===== config.mk =====
export PLATFORM = sky130hd
export DESIGN_NAME = skew_lane_buffer
export DESIGN_NICKNAME = d
export VERILOG_FILES = /design/src/rtl/skew_pkg.sv /design/src/rtl/skew_delay_line.sv /design/src/rtl/skew_lane_buffer.sv
export SDC_FILE = /design/constraint.sdc
export NUM_CORES = 1
export LEC_CHECK = 0
export CAP_MARGIN = 0
export CORE_ASPECT_RATIO = 0.7
export CORE_MARGIN = 2
export CORE_UTILIZATION = 30
export DETAILED_ROUTE_END_ITERATION = 16
export GPL_ROUTABILITY_DRIVEN = 0
export PLACE_DENSITY = 0.62
export SYNTH_ARGS = -nofsm -noshare
export SYNTH_HDL_FRONTEND = slang
export SYNTH_SLANG_ARGS = --single-unit
export TNS_END_PERCENT = 5

===== constraint.sdc =====
create_clock -name clk -period 4.1 [get_ports clk]
set_input_delay 0.82 -clock clk [delete_from_list [all_inputs] [get_ports clk]]
set_output_delay 0.82 -clock clk [all_outputs]
set_load 0.005 [all_outputs]

===== src/rtl/skew_pkg.sv =====
// Shared constants, lane delay rule and default lane data type for the skew lane buffer.
package skew_pkg;

  localparam logic MODE_SKEW   = 1'b0;
  localparam logic MODE_DESKEW = 1'b1;

  localparam int SKEW_DATA_W = 8;

  typedef logic [SKEW_DATA_W-1:0] lane_data_t;

  // Skew delays lane k by k cycles; deskew mirrors it so the last lane is immediate.
  function automatic int lane_delay(input int k, input logic mode, input int lanes);
    return (mode == MODE_SKEW) ? k : (lanes - 1 - k);
  endfunction

endpackage


===== src/rtl/skew_delay_line.sv =====
// One lane: a {valid, data} shift register of depth LANES-1 with stall hold and a mode-selected tap.
// Build option SKEW_ZERO_GATE_EN forces bubble data to zero.
module skew_delay_line
  import skew_pkg::*;
#(
  parameter int LANES  = 4,
  parameter int DATA_W = SKEW_DATA_W,
  parameter int LANE   = 0
) (
  input  logic              clk,
  input  logic              rst_n,
  input  logic              hold,
  input  logic              in_valid,
  input  logic [DATA_W-1:0] in_data,
  input  logic              mode,
  output logic              out_valid,
  output logic [DATA_W-1:0] out_data
);

  localparam int DEPTH    = LANES - 1;
  localparam int D_SKEW   = lane_delay(LANE, MODE_SKEW, LANES);
  localparam int D_DESKEW = lane_delay(LANE, MODE_DESKEW, LANES);

  logic [DEPTH-1:0]             vld_q, vld_d;
  logic [DEPTH-1:0][DATA_W-1:0] dat_q, dat_d;
  logic                         tap_valid;
  logic [DATA_W-1:0]            tap_data;
  int                           sel;

  always_comb begin
    vld_d = vld_q;
    dat_d = dat_q;
    if (!hold) begin
      vld_d[0] = in_valid;
      dat_d[0] = in_data;
      for (int i = 1; i < DEPTH; i++) begin
        vld_d[i] = vld_q[i-1];
        dat_d[i] = dat_q[i-1];
      end
    end
  end

  always_ff @(posedge clk) begin
    if (!rst_n) begin
      vld_q <= '0;
      dat_q <= '0;
    end else begin
      vld_q <= vld_d;
      dat_q <= dat_d;
    end
  end

  // A zero-delay lane bypasses the registers; in_valid is already low while stalled.
  always_comb begin
    sel       = (mode == MODE_SKEW) ? D_SKEW : D_DESKEW;
    tap_valid = in_valid;
    tap_data  = in_data;
    for (int i = 0; i < DEPTH; i++) begin
      if (sel == i + 1) begin
        tap_valid = vld_q[i];
        tap_data  = dat_q[i];
      end
    end
  end

  assign out_valid = tap_valid;
`ifdef SKEW_ZERO_GATE_EN
  assign out_data = tap_valid ? tap_data : '0;
`else
  assign out_data = tap_data;
`endif

endmodule


===== src/rtl/skew_lane_buffer.sv =====
// Skews (mode 0) or deskews (mode 1) a LANES-wide vector, with stall, in-flight count and guarded mode switch.
// Build option SKEW_ZERO_GATE_EN zeroes out_data on lanes without a valid beat.
module skew_lane_buffer
  import skew_pkg::*;
#(
  parameter int LANES  = 4,
  parameter int DATA_W = SKEW_DATA_W
) (
  input  logic                    clk,
  input  logic                    rst_n,
  input  logic                    mode,
  input  logic                    in_valid,
  output logic                    in_ready,
  input  logic [LANES*DATA_W-1:0] in_data,
  input  logic                    stall,
  output logic [LANES-1:0]        out_valid,
  output logic [LANES*DATA_W-1:0] out_data,
  output logic                    mode_q,
  output logic                    busy,
  output logic                    mode_err
);

  localparam int CNT_W = $clog2(LANES) + 1;

  logic             accept;
  logic             dec;
  logic             max_lane_valid;
  logic [CNT_W-1:0] cnt_q, cnt_d;
  logic             mode_cur_q, mode_cur_d;

  assign in_ready = rst_n & ~stall;
  assign accept   = in_valid & in_ready;
  assign busy     = (cnt_q != '0);
  assign mode_q   = mode_cur_q;
  assign mode_err = rst_n & (mode != mode_cur_q) & (busy | accept);

  for (genvar k = 0; k < LANES; k++) begin : g_lane
    skew_delay_line #(
      .LANES (LANES),
      .DATA_W(DATA_W),
      .LANE  (k)
    ) u_line (
      .clk      (clk),
      .rst_n    (rst_n),
      .hold     (stall),
      .in_valid (accept),
      .in_data  (in_data[k*DATA_W +: DATA_W]),
      .mode     (mode_cur_q),
      .out_valid(out_valid[k]),
      .out_data (out_data[k*DATA_W +: DATA_W])
    );
  end

  // A vector is retired when its longest-delay lane emits on a moving cycle.
  assign max_lane_valid = (mode_cur_q == MODE_SKEW) ? out_valid[LANES-1] : out_valid[0];
  assign dec            = max_lane_valid & ~stall;

  always_comb begin
    cnt_d = cnt_q;
    if (accept && !dec) begin
      cnt_d = cnt_q + CNT_W'(1);
    end else if (!accept && dec) begin
      cnt_d = cnt_q - CNT_W'(1);
    end
    mode_cur_d = mode_cur_q;
    if (!busy && !accept) begin
      mode_cur_d = mode;
    end
  end

  always_ff @(posedge clk) begin
    if (!rst_n) begin
      cnt_q      <= '0;
      mode_cur_q <= MODE_SKEW;
    end else begin
      cnt_q      <= cnt_d;
      mode_cur_q <= mode_cur_d;
    end
  end

endmodule


* Yosys cells after proc, flatten, opt, wreduce, memory -nomap -nowiden
Cells that the tools add are included.
Word-level totals: bits in registers 112, input bits 37, output and inout bits 40, logic and storage cells 79
Cells by class: $add $sub $neg 2, eq/ne operators 13, muxes and demuxes 31, bitwise logic cells 7, reduce and logical (&&, ||, !) cells 8
Operator list (number):
- == test 32 x 3 -> 1 bit, second input constant | 8
- == test 32 x 2 -> 1 bit, second input constant | 4
- two-way mux 8 bit | 12
- two-way mux 1 bit | 13
- two-way mux 2 bit | 4
- two-way mux 3 bit | 2
- bitwise AND 1 bit | 5
- adder 3 x 1 -> 3 bit, second input constant | 1
- logical AND 1 bit | 3
- logical NOT 1 bit | 3
- nonzero test 3 bit | 1
- subtractor 3 x 1 -> 3 bit, second input constant | 1
- nonzero test 2 bit | 1
- != test 1 bit | 1
- NOT 1 bit | 1
- bitwise OR 1 bit | 1

* Longest topological paths before layout
Gate-level depths: netlist of the first run.
depth after elaboration 11, mapped depth 10, mapped depth without buffers 7

* By module
From an unflattened synthesis of the first run, not the netlist that was laid out.
Second synthesis, totals: cells, all modules 352, area, all modules 4135.2 um^2
By module, submodules not included:
- skew_delay_line (g_lane[0].u_line ...) | instances 2, cells an instance 96, area an instance 1144.8 um^2, sequential area each 540.5 um^2
- skew_delay_line (g_lane[1].u_line ...) | instances 2, cells an instance 67, area an instance 794.5 um^2, sequential area each 360.3 um^2
- skew_lane_buffer | instances 1, cells an instance 26, area an instance 256.5 um^2, sequential area each 80.1 um^2

* Worst setup path after synthesis of the first run
OpenSTA, ideal clock, no wires.
path type input -> register, start point input stall, end point register cnt_q[2], library setup time 0.076 ns, arrival time 2.556 ns, required time 4.024 ns, slack 1.469 ns, cell stages on the path 10, buffers on the path 3, path through buf_2 > buf_4 > buf_4 > nand2b_1 > ha_1 > inv_1 > fa_1 > xor2_1 > or3_1 > a21boi_0
On the way: word-level cells in the longest chain between the ends 11, elaborated cells on any way between the ends 17, classes of those cells 8 x mux; 4 x bitwise; 5 x reduce/logical
RTL lines:
- start: declaration | RTL line skew_lane_buffer.sv:15 | input logic stall,
- NOT 1 bit * | RTL line skew_lane_buffer.sv:31, skew_lane_buffer.sv:56
- bitwise AND 1 bit | RTL line skew_lane_buffer.sv:31 | assign in_ready = rst_n & ~stall;
- bitwise AND 1 bit | RTL line skew_lane_buffer.sv:32 | assign accept = in_valid & in_ready;
- two-way mux 1 bit (3 in a row) | RTL line skew_delay_line.sv:59 | if (sel == i + 1) begin
- two-way mux 1 bit | RTL line skew_lane_buffer.sv:55 | assign max_lane_valid = (mode_cur_q == MODE_SKEW) ? out_valid[LANES-1] : out_valid[0];
- bitwise AND 1 bit | RTL line skew_lane_buffer.sv:56 | assign dec = max_lane_valid & ~stall;
- logical NOT 1 bit | RTL line skew_lane_buffer.sv:60 | if (accept && !dec) begin
- logical AND 1 bit | RTL line skew_lane_buffer.sv:60
- two-way mux 3 bit or nonzero test 2 bit (tied branches)
- end signal: assignment | RTL line skew_lane_buffer.sv:76 | cnt_q <= cnt_d;
- end: declaration | RTL line skew_lane_buffer.sv:28 | logic [CNT_W-1:0] cnt_q, cnt_d;
Mark *: on every way between the ends. The rest lies on a longest branch, timed or not. A chain may end at the register's enable or synchronous reset.

* Worst setup path in the final report of the first run
start point input in_valid, end point output mode_err
On the way: word-level cells in the longest chain between the ends 3
RTL lines:
- start: declaration | RTL line skew_lane_buffer.sv:12 | input logic in_valid,
- bitwise AND 1 bit | RTL line skew_lane_buffer.sv:32
- named net accept | RTL line skew_lane_buffer.sv:25 | logic accept;
- bitwise OR 1 bit | RTL line skew_lane_buffer.sv:35 | assign mode_err = rst_n & (mode != mode_cur_q) & (busy | accept);
- bitwise AND 1 bit | RTL line skew_lane_buffer.sv:35
- end: declaration | RTL line skew_lane_buffer.sv:20 | output logic mode_err
The timed path passes the listed nets, and every way through them passes these cells.

==> impl_results.html, run 1 <==
<table>
<tr><th>Metric</th><th>Value</th></tr>
<tr><th colspan="2">Critical path</th></tr>
<tr><td>RR Startpoint</td><td>g_lane[3].u_line.vld_q[2]</td></tr>
<tr><td>Data required time at the worst endpoint</td><td>3.28 ns</td></tr>
<tr><td>Critical path endpoint category</td><td>output pin</td></tr>
<tr><td>Register-to-Register Setup Slack</td><td>roughly 2.3 ns</td></tr>
<tr><td>Critical path data arrival time</td><td>2.36 ns</td></tr>
<tr><td>Type of the worst setup path</td><td>in -&gt; out</td></tr>
<tr><td>Crit Path Max Fanout</td><td>4</td></tr>
<tr><td>Startpoint type of the worst setup path</td><td>input pin</td></tr>
<tr><td>Crit Reg-Reg Endpoint</td><td>cnt_q[2]</td></tr>
<tr><td>Depth of the worst register-to-register path</td><td>7</td></tr>
<tr><th colspan="2">Synth</th></tr>
<tr><td>Post-Synthesis Cells</td><td>338</td></tr>
<tr><td>Count of state elements after synthesis</td><td>87</td></tr>
<tr><td>Synthesized area</td><td>0.00382 sq mm</td></tr>
<tr><td>Unique cell type count in the Yosys netlist</td><td>22</td></tr>
<tr><td>Total nets after synthesis</td><td>roughly 380</td></tr>
<tr><td>Post-synthesis sequential area ratio</td><td>0.456</td></tr>
<tr><td>Average cell area after synthesis</td><td>11.3 sq um</td></tr>
<tr><td>Synth warnings</td><td>0</td></tr>
<tr><th colspan="2">Die</th></tr>
<tr><td>Chip width</td><td>139 um</td></tr>
<tr><td>Die outline area</td><td>approximately 0.014 sq mm</td></tr>
<tr><td>Die extent in y</td><td>98.4 um</td></tr>
<tr><td>Core Rows</td><td>34</td></tr>
<tr><td>Ports placed on the boundary</td><td>77</td></tr>
<tr><td>Initial core utilization</td><td>0.307</td></tr>
<tr><td>Area of the core</td><td>0.0124 sq mm</td></tr>
<tr><th colspan="2">Final layout</th></tr>
<tr><td>Area growth syn-to-layout</td><td>30.2%</td></tr>
<tr><td>Area occupied by multi-input gates</td><td>0.00192 sq mm</td></tr>
<tr><td>Number of fill cells in the layout</td><td>around 1,200</td></tr>
<tr><td>Antenna diode count</td><td>0</td></tr>
<tr><td>Leading cell types in the layout, fill and taps excluded</td><td>dfxtp_1 (86), nor2b_1 (85), mux2i_1 (85), clkdlybuf4s50_1 (74), mux2_2 (36)</td></tr>
<tr><td>Share of cells above drive strength 1</td><td>0.146</td></tr>
<tr><td>Number of nets in the layout</td><td>439</td></tr>
<tr><td>Most frequent standard cell in the layout excluding fill and tap cells</td><td>dfxtp_1</td></tr>
<tr><td>Sequential Area</td><td>roughly 0.0017 sq mm</td></tr>
<tr><td>Util after Layout</td><td>0.400</td></tr>
<tr><th colspan="2">Timing</th></tr>
<tr><td>Max Freq</td><td>315 MHz</td></tr>
<tr><td>Final setup violation count</td><td>0</td></tr>
<tr><td>Worst slew margin relative to its limit</td><td>0.322</td></tr>
<tr><td>Hold Vio Cnt, Final</td><td>0</td></tr>
<tr><td>Maximum clock skew at final layout</td><td>0.00373 ns</td></tr>
<tr><td>Minimum clock period after layout</td><td>between 3 and 4 ns</td></tr>
<tr><td>Final period util</td><td>0.775</td></tr>
<tr><td>Number of slew-limit violations in the final report</td><td>0</td></tr>
<tr><td>RSZ-0062 raised after global routing</td><td>false</td></tr>
<tr><td>Slew @ Worst Pin</td><td>1.02 ns</td></tr>
<tr><td>Total negative slack</td><td>0 ns</td></tr>
<tr><th colspan="2">Clock tree</th></tr>
<tr><td>Clock sink total</td><td>87</td></tr>
<tr><td>CTS tree</td><td>done</td></tr>
<tr><td>Setup bufs post-CTS</td><td>0</td></tr>
<tr><td>Level count of the clock H-tree</td><td>3</td></tr>
<tr><td>Number of buffers added to fix hold violations after cts</td><td>0</td></tr>
<tr><td>CTS Root Cell</td><td>clkbuf_16</td></tr>
<tr><td>Clk buf depth</td><td>2</td></tr>
<tr><td>Clock-pin slew reported for the worst setup and hold paths after clock tree synthesis</td><td>0.06 ns</td></tr>
<tr><td>Post-cts gate resize count</td><td>0</td></tr>
<tr><td>Number of buffers created by CTS</td><td>9</td></tr>
<tr><td>Clock latency at the later pin of the worst-skew pair</td><td>0.34 ns</td></tr>
<tr><th colspan="2">Min path</th></tr>
<tr><td>Source of the worst hold timing path</td><td>cnt_q[2]</td></tr>
<tr><td>Number of cells on the worst hold path</td><td>2</td></tr>
<tr><td>Classification of the worst-slack hold path</td><td>reg -&gt; reg</td></tr>
<tr><td>Hold-critical path endpoint</td><td>cnt_q[2]</td></tr>
<tr><th colspan="2">Pwr</th></tr>
<tr><td>Leakage component of the power</td><td>2.02 nW</td></tr>
<tr><td>Power Dens Cells</td><td>about 420 mW/mm^2</td></tr>
<tr><td>Power share of the sequential group</td><td>0.445</td></tr>
<tr><td>Cell internal power dissipation</td><td>around 1.6 mW</td></tr>
<tr><td>Net switching power of the design</td><td>0.471 mW</td></tr>
<tr><td>Relative contribution of combinational cells to total power</td><td>0.126</td></tr>
<tr><td>Switching power as a share of total power</td><td>0.228</td></tr>
<tr><td>Fraction of power consumed by the clock network</td><td>0.429</td></tr>
<tr><td>Peak ir drop on the vdd network</td><td>0.227 mV</td></tr>
<tr><th colspan="2">Detailed routing</th></tr>
<tr><td>Violation count after the first detailed-routing iteration</td><td>35</td></tr>
<tr><td>Number of vias in the routed layout</td><td>2,458</td></tr>
<tr><td>Detailed-routing iteration count for the pre-antenna-repair pass</td><td>3</td></tr>
<tr><td>Drc violations</td><td>0</td></tr>
<tr><td>Post-DR wirelength/cell</td><td>13.1 um</td></tr>
<tr><td>Routed wire length</td><td>7400 um</td></tr>
<tr><td>Remaining antenna violation count</td><td>0</td></tr>
<tr><td>Average vias per placed instance</td><td>between 4 and 5</td></tr>
<tr><th colspan="2">Global route</th></tr>
<tr><td>First-pass GRT wire length</td><td>approximately 12,000 um</td></tr>
<tr><td>Initial antenna violation count</td><td>0</td></tr>
<tr><td>Leftover overflow at the end of global routing</td><td>0</td></tr>
<tr><td>Pin count of the biggest net entering global routing</td><td>69</td></tr>
<tr><td>Vias in the first global route</td><td>roughly 2,400</td></tr>
<tr><td>Total global-route track usage</td><td>0.111</td></tr>
<tr><th colspan="2">Run</th></tr>
<tr><td>Number of maximum-capacitance constraint violations</td><td>0</td></tr>
<tr><th colspan="2">Place</th></tr>
<tr><td>Detailed placer's ending HPWL</td><td>4910 um</td></tr>
<tr><td>Quantity of I/O buffers inserted on ports</td><td>76</td></tr>
<tr><th colspan="2">Run status</th></tr>
<tr><td>Outcome</td><td>completed</td></tr>
</table>
==> cell usage after synthesis <==
library cell	n	share of area
or3_4	1	0.0029
nand2b_1	1	0.0016
and2_1	1	0.0016
clkbuf_1	9	0.0088
a21boi_0	1	0.0020
or3_1	1	0.0016
buf_2	9	0.012
and3_1	1	0.0016
xor2_1	2	0.0046
ha_1	1	0.0033
fa_1	1	0.0052
o21ai_0	1	0.0013
xnor2_1	1	0.0023
nand2_1	2	0.0020
or2_1	1	0.0016
mux2i_1	85	0.22
and3b_1	1	0.0023
nor2b_1	85	0.14
mux2_2	36	0.11
buf_4	10	0.020
dfxtp_1	87	0.46
inv_1	1	0.00098
==> power by group through the flow <==
| stage | combinational, mW | clock (mW) | sequential, mW |
|---|---|---|---|
| floorplan | 0.166 | 0 | 0.916 |
| finish | 0.260 | 0.887 | 0.919 |
| detailed placement | 0.263 | 0 | 0.939 |
| CTS | 0.265 | 0.918 | 0.920 |
| global route | 0.282 | 0.951 | 0.925 |
| global placement | 0.259 | 0 | 0.936 |
==> cells by family (layout without fill, tap and decap cells) <==
logic type               Yosys count  count (layout)  synth area share
adder cells (fa/ha/maj)            2               2           0.00852
multiplexers                     121             121             0.329
AO/OA/AOI/OAI                      2               2           0.00328
AND/OR/NAND/NOR                   94              94             0.155
XOR/XNOR                           3               3           0.00688
buffers and inverters             29              96            0.0413
flip-flops                        87              87             0.456
==> metrics by stage <==
stage | hold slack, ns | power [mW] | instances | worst slack, ns | area (sq um)
after floorplan | 0.464 | 1.08 | 338 | 1.47 | 3820
after global placement | 0.478 | 1.19 | 551 | 0.936 | 4640
after detailed placement | 0.499 | 1.20 | 551 | 0.907 | 4640
after CTS | 0.509 | 2.10 | 567 | 0.899 | 4970
after global routing | 0.533 | 2.16 | 567 | 0.845 | 4970
final | 0.506 | 2.07 | 567 | 0.921 | 4970
==> how the worst max path moves through the flow <==
stage,slack (ns),from,cells after the start,to
finish,0.92,in_valid,5,mode_err
global route,0.84,in_valid,5,mode_err
CTS,0.90,in_valid,5,mode_err
detailed placement,0.91,in_valid,5,mode_err
global placement,0.94,in_valid,5,mode_err
floorplan,1.47,stall,10,cnt_q[2]
==> area by class of cell <==
type | count | share of cell area
clock buffer | 9 | 0.0453
clock inverter | 7 | 0.0206
inverter | 1 | 0.000755
multi-input combinational | 222 | 0.386
sequential | 87 | 0.351
tap | 162 | 0.0408
timing repair buffer | 79 | 0.156
==> layer usage <==
layer,wire length [um],track usage,part of all wire,vias up
met5,0,0,0,-
met4,105,0.0420,0.014,0
met3,287,0.0363,0.039,8
met2,3410,0.181,0.46,42
met1,3600,0.137,0.49,1154
li1,-,-,-,1254
==> worst max-delay path: stages <==
cell and delay (ns):
clkdlybuf4s50_1 0.48, and3b_1 0.24, or2_1 0.15, and3_1 0.16, clkdlybuf4s50_1 0.50
==> flip-flops by register name, indices dropped and copies added (netlist names) <==
name and cells:
mode_q 1, g_lane.u_line.dat_q 80, cnt_q 3, g_lane.u_line.vld_q 3
Power figures use the tool's default switching activity.
==> inputs of run 2 (changes only) <==
--- a/config.mk
+++ b/config.mk
@@ -11,7 +11,7 @@
 export CORE_UTILIZATION = 30
 export DETAILED_ROUTE_END_ITERATION = 16
 export GPL_ROUTABILITY_DRIVEN = 0
-export PLACE_DENSITY = 0.62
+export PLACE_DENSITY = 0.64
 export SYNTH_ARGS = -nofsm -noshare
 export SYNTH_HDL_FRONTEND = slang
 export SYNTH_SLANG_ARGS = --single-unit
==> constraint.sdc (replaced) <==
create_clock -name clk -period 2.9 [get_ports clk]
set_input_delay 0.58 -clock clk [delete_from_list [all_inputs] [get_ports clk]]
set_output_delay 0.58 -clock clk [all_outputs]
set_load 0.005 [all_outputs]
==> impl_results.html, run 2 (synthesized netlist as in run 1, its figures left out) <==
<table>
<tr><th>Metric</th><th>Value</th></tr>
<tr><th colspan="2">Run status</th></tr>
<tr><td>Outcome</td><td>completed (unchanged)</td></tr>
<tr><th colspan="2">Timing</th></tr>
<tr><td>RSZ-0062 raised after global routing</td><td>false (unchanged)</td></tr>
<tr><td>Hold Vio Cnt, Final</td><td>0 (unchanged)</td></tr>
<tr><td>Slew @ Worst Pin</td><td>0.869 ns (was 1.02 ns)</td></tr>
<tr><td>Total negative slack</td><td>0 ns (unchanged)</td></tr>
<tr><td>Final period util</td><td>0.948</td></tr>
<tr><td>Max Freq</td><td>364 MHz</td></tr>
<tr><td>Final setup violation count</td><td>0 (unchanged)</td></tr>
<tr><td>Minimum clock period after layout</td><td>between 2 and 3 ns</td></tr>
<tr><td>Maximum clock skew at final layout</td><td>0.00404 ns (was 0.00373 ns)</td></tr>
<tr><td>Number of slew-limit violations in the final report</td><td>0 (unchanged)</td></tr>
<tr><td>Worst slew margin relative to its limit</td><td>0.421 (was 0.322)</td></tr>
<tr><th colspan="2">Detailed routing</th></tr>
<tr><td>Routed wire length</td><td>7430 um (was 7400 um)</td></tr>
<tr><td>Drc violations</td><td>0 (unchanged)</td></tr>
<tr><td>Average vias per placed instance</td><td>4.35 (was 4.34)</td></tr>
<tr><td>Remaining antenna violation count</td><td>0 (unchanged)</td></tr>
<tr><td>Number of vias in the routed layout</td><td>2,475 (was 2,458)</td></tr>
<tr><td>Violation count after the first detailed-routing iteration</td><td>69 (was 35)</td></tr>
<tr><td>Detailed-routing iteration count for the pre-antenna-repair pass</td><td>4 (was 3)</td></tr>
<tr><td>Post-DR wirelength/cell</td><td>13.1 um (about the same)</td></tr>
<tr><th colspan="2">Final layout</th></tr>
<tr><td>Leading cell types in the layout, fill and taps excluded</td><td>dfxtp_1 (86), nor2b_1 (85), mux2i_1 (85), clkdlybuf4s50_1 (74), mux2_2 (36) (unchanged)</td></tr>
<tr><td>Share of cells above drive strength 1</td><td>0.147 (was 0.146)</td></tr>
<tr><td>Largest register FFs</td><td>80 (unchanged)</td></tr>
<tr><td>Area growth syn-to-layout</td><td>29.6% (was 30.2%)</td></tr>
<tr><td>Antenna diode count</td><td>0 (unchanged)</td></tr>
<tr><td>Number of nets in the layout</td><td>441 (was 439)</td></tr>
<tr><td>Most flops, register</td><td>g_lane.u_line.dat_q (unchanged)</td></tr>
<tr><td>Most frequent standard cell in the layout excluding fill and tap cells</td><td>dfxtp_1 (unchanged)</td></tr>
<tr><td>Biggest regs</td><td>g_lane.u_line.dat_q x80, cnt_q x3, g_lane.u_line.vld_q x3 (unchanged)</td></tr>
<tr><th colspan="2">Critical path</th></tr>
<tr><td>Startpoint type of the worst setup path</td><td>input pin (unchanged)</td></tr>
<tr><td>Type of the worst setup path</td><td>in -&gt; out (unchanged)</td></tr>
<tr><td>Depth of the worst register-to-register path</td><td>7 (unchanged)</td></tr>
<tr><td>Critical-path cell with the highest stage delay</td><td>clkdlybuf4s50_1 (unchanged)</td></tr>
<tr><td>Crit Reg-Reg Endpoint</td><td>cnt_q[2] (unchanged)</td></tr>
<tr><td>Crit path largest cell delay</td><td>0.50 ns (about the same)</td></tr>
<tr><td>Data required time at the worst endpoint</td><td>2.32 ns (was 3.28 ns)</td></tr>
<tr><td>Chain of cells forming the critical path</td><td>clkdlybuf4s50_1 &gt; and3b_1 &gt; or2_1 &gt; and3_1 &gt; clkdlybuf4s50_1 (unchanged)</td></tr>
<tr><td>End point of the critical path</td><td>mode_err (unchanged)</td></tr>
<tr><td>Critical path endpoint category</td><td>output pin (unchanged)</td></tr>
<tr><td>Stages on the worst setup path</td><td>5 (unchanged)</td></tr>
<tr><td>Critical path startpoint</td><td>in_valid (unchanged)</td></tr>
<tr><td>Buffers and inverters on the worst path</td><td>2 (unchanged)</td></tr>
<tr><td>Kind of cell adding the most delay to the critical path</td><td>buffers and inverters (unchanged)</td></tr>
<tr><td>Most used cell along the critical path</td><td>clkdlybuf4s50_1 (unchanged)</td></tr>
<tr><td>Critical path data arrival time</td><td>2.17 ns (was 2.36 ns)</td></tr>
<tr><td>Crit Path Max Fanout</td><td>4 (unchanged)</td></tr>
<tr><td>RR Startpoint</td><td>g_lane[3].u_line.vld_q[2] (unchanged)</td></tr>
<tr><td>Register-to-Register Setup Slack</td><td>1.10 ns (was 2.34 ns)</td></tr>
<tr><th colspan="2">Run</th></tr>
<tr><td>Number of maximum-capacitance constraint violations</td><td>0 (unchanged)</td></tr>
<tr><th colspan="2">Global route</th></tr>
<tr><td>Vias in the first global route</td><td>2,568 (was 2,430)</td></tr>
<tr><td>Initial antenna violation count</td><td>0 (unchanged)</td></tr>
<tr><td>Leftover overflow at the end of global routing</td><td>0 (unchanged)</td></tr>
<tr><td>First-pass GRT wire length</td><td>12,200 um (was 12,000 um)</td></tr>
<tr><td>Pin count of the biggest net entering global routing</td><td>53 (was 69)</td></tr>
<tr><td>Total global-route track usage</td><td>0.111 (about the same)</td></tr>
<tr><th colspan="2">Clock tree</th></tr>
<tr><td>Clock-pin slew reported for the worst setup and hold paths after clock tree synthesis</td><td>0.06 ns (about the same)</td></tr>
<tr><td>Clock latency at the later pin of the worst-skew pair</td><td>0.34 ns (about the same)</td></tr>
<tr><td>CTS tree</td><td>done (unchanged)</td></tr>
<tr><td>Post-cts gate resize count</td><td>0 (unchanged)</td></tr>
<tr><td>Number of buffers created by CTS</td><td>9 (unchanged)</td></tr>
<tr><td>Setup bufs post-CTS</td><td>0 (unchanged)</td></tr>
<tr><td>Clk buf depth</td><td>2 (unchanged)</td></tr>
<tr><td>Level count of the clock H-tree</td><td>3 (unchanged)</td></tr>
<tr><td>Number of buffers added to fix hold violations after cts</td><td>0 (unchanged)</td></tr>
<tr><td>Clock sink total</td><td>87 (unchanged)</td></tr>
<tr><td>CTS Root Cell</td><td>clkbuf_16 (unchanged)</td></tr>
<tr><th colspan="2">Pwr</th></tr>
<tr><td>Switching power as a share of total power</td><td>0.240 (was 0.228)</td></tr>
<tr><td>Fraction of power consumed by the clock network</td><td>0.388 (was 0.429)</td></tr>
<tr><td>Total power</td><td>2.74 mW (was 2.07 mW)</td></tr>
<tr><td>Power Dens Cells</td><td>553 mW/mm^2 (was 415 mW/mm^2)</td></tr>
<tr><td>Net switching power of the design</td><td>0.657 mW (was 0.471 mW)</td></tr>
<tr><td>Peak ir drop on the vdd network</td><td>0.258 mV (was 0.227 mV)</td></tr>
<tr><td>Power share of the sequential group</td><td>0.467 (was 0.445)</td></tr>
<tr><td>Leakage component of the power</td><td>2.00 nW (was 2.02 nW)</td></tr>
<tr><td>Cell internal power dissipation</td><td>2.08 mW (was 1.59 mW)</td></tr>
<tr><td>Relative contribution of combinational cells to total power</td><td>0.145 (was 0.126)</td></tr>
<tr><th colspan="2">Die</th></tr>
<tr><td>Ports placed on the boundary</td><td>77 (unchanged)</td></tr>
<tr><td>Initial core utilization</td><td>0.307 (unchanged)</td></tr>
<tr><td>Chip width</td><td>139 um (unchanged)</td></tr>
<tr><td>Core Rows</td><td>34 (unchanged)</td></tr>
<tr><td>Die extent in y</td><td>98.4 um (unchanged)</td></tr>
<tr><td>Die outline area</td><td>0.0137 sq mm (unchanged)</td></tr>
<tr><td>Area of the core</td><td>0.0124 sq mm (unchanged)</td></tr>
<tr><th colspan="2">Place</th></tr>
<tr><td>Quantity of I/O buffers inserted on ports</td><td>76 (unchanged)</td></tr>
<tr><td>Detailed placer's ending HPWL</td><td>4790 um (was 4910 um)</td></tr>
<tr><th colspan="2">Min path</th></tr>
<tr><td>Classification of the worst-slack hold path</td><td>reg -&gt; reg (unchanged)</td></tr>
</table>
-- run 2: power groups by stage --
stage / Sequential (mW) / Combinational [mW] / Clock [mW]
5_1_grt: 1.28 / 0.430 / 1.16
3_5_place_dp: 1.30 / 0.401 / 0
3_3_place_gp: 1.30 / 0.395 / 0
6_report: 1.28 / 0.397 / 1.06
4_1_cts: 1.28 / 0.404 / 1.11
2_1_floorplan: 1.29 / 0.234 / 0
-- run 2: cell type report --
| class | instances | area, sq um |
|---|---|---|
| Inverter | 1 | 3.75 |
| Tap cell | 162 | 203 |
| Clock buffer | 10 | 229 |
| Fill cell | 1185 | 7480 |
| Multi-Input combinational cell | 222 | 1920 |
| Sequential cell | 87 | 1740 |
| Clock inverter | 6 | 46.3 |
| Timing Repair Buffer | 81 | 803 |
-- run 2: worst reg2reg max path, cell delays in order, from the launching register on --
cell	delay, ns
dfxtp_1	0.33
nand2b_1	0.09
ha_1	0.18
inv_1	0.06
fa_1	0.37
xor2_1	0.17
or3_1	0.32
a21boi_0	0.19
-- run 2: how the worst min path moves through the flow --
stage / to / slack, ns / depth (start not counted) / start
CTS: g_lane[0].u_line.dat_q[11] / 0.52 / 2 / g_lane[0].u_line.dat_q[3]
finish: g_lane[0].u_line.dat_q[15] / 0.51 / 2 / g_lane[0].u_line.dat_q[7]
global placement: cnt_q[2] / 0.48 / 2 / cnt_q[2]
detailed placement: g_lane[0].u_line.dat_q[23] / 0.50 / 2 / g_lane[0].u_line.dat_q[15]
floorplan: cnt_q[2] / 0.46 / 2 / cnt_q[2]
global route: g_lane[1].u_line.dat_q[13] / 0.54 / 2 / g_lane[1].u_line.dat_q[13]
-- run 2: through the flow --
stage | area (sq um) | util | hold slack (ns) | instances | worst slack [ns]
final | 4950 | 0.398 | 0.513 | 569 | 0.151
after global routing | 4950 | 0.398 | 0.538 | 569 | 0.0779
after CTS | 4950 | 0.398 | 0.518 | 569 | 0.148
after detailed placement | 4670 | 0.376 | 0.502 | 553 | 0.159
after global placement | 4670 | 0.376 | 0.479 | 553 | 0.150
after floorplan | 3820 | - | 0.464 | 338 | 0.509
-- run 2: layer usage --
metal,global-route usage,share of wire
met5,0,0
met4,0.0326,0.013
met3,0.0427,0.043
met2,0.177,0.46
met1,0.141,0.49
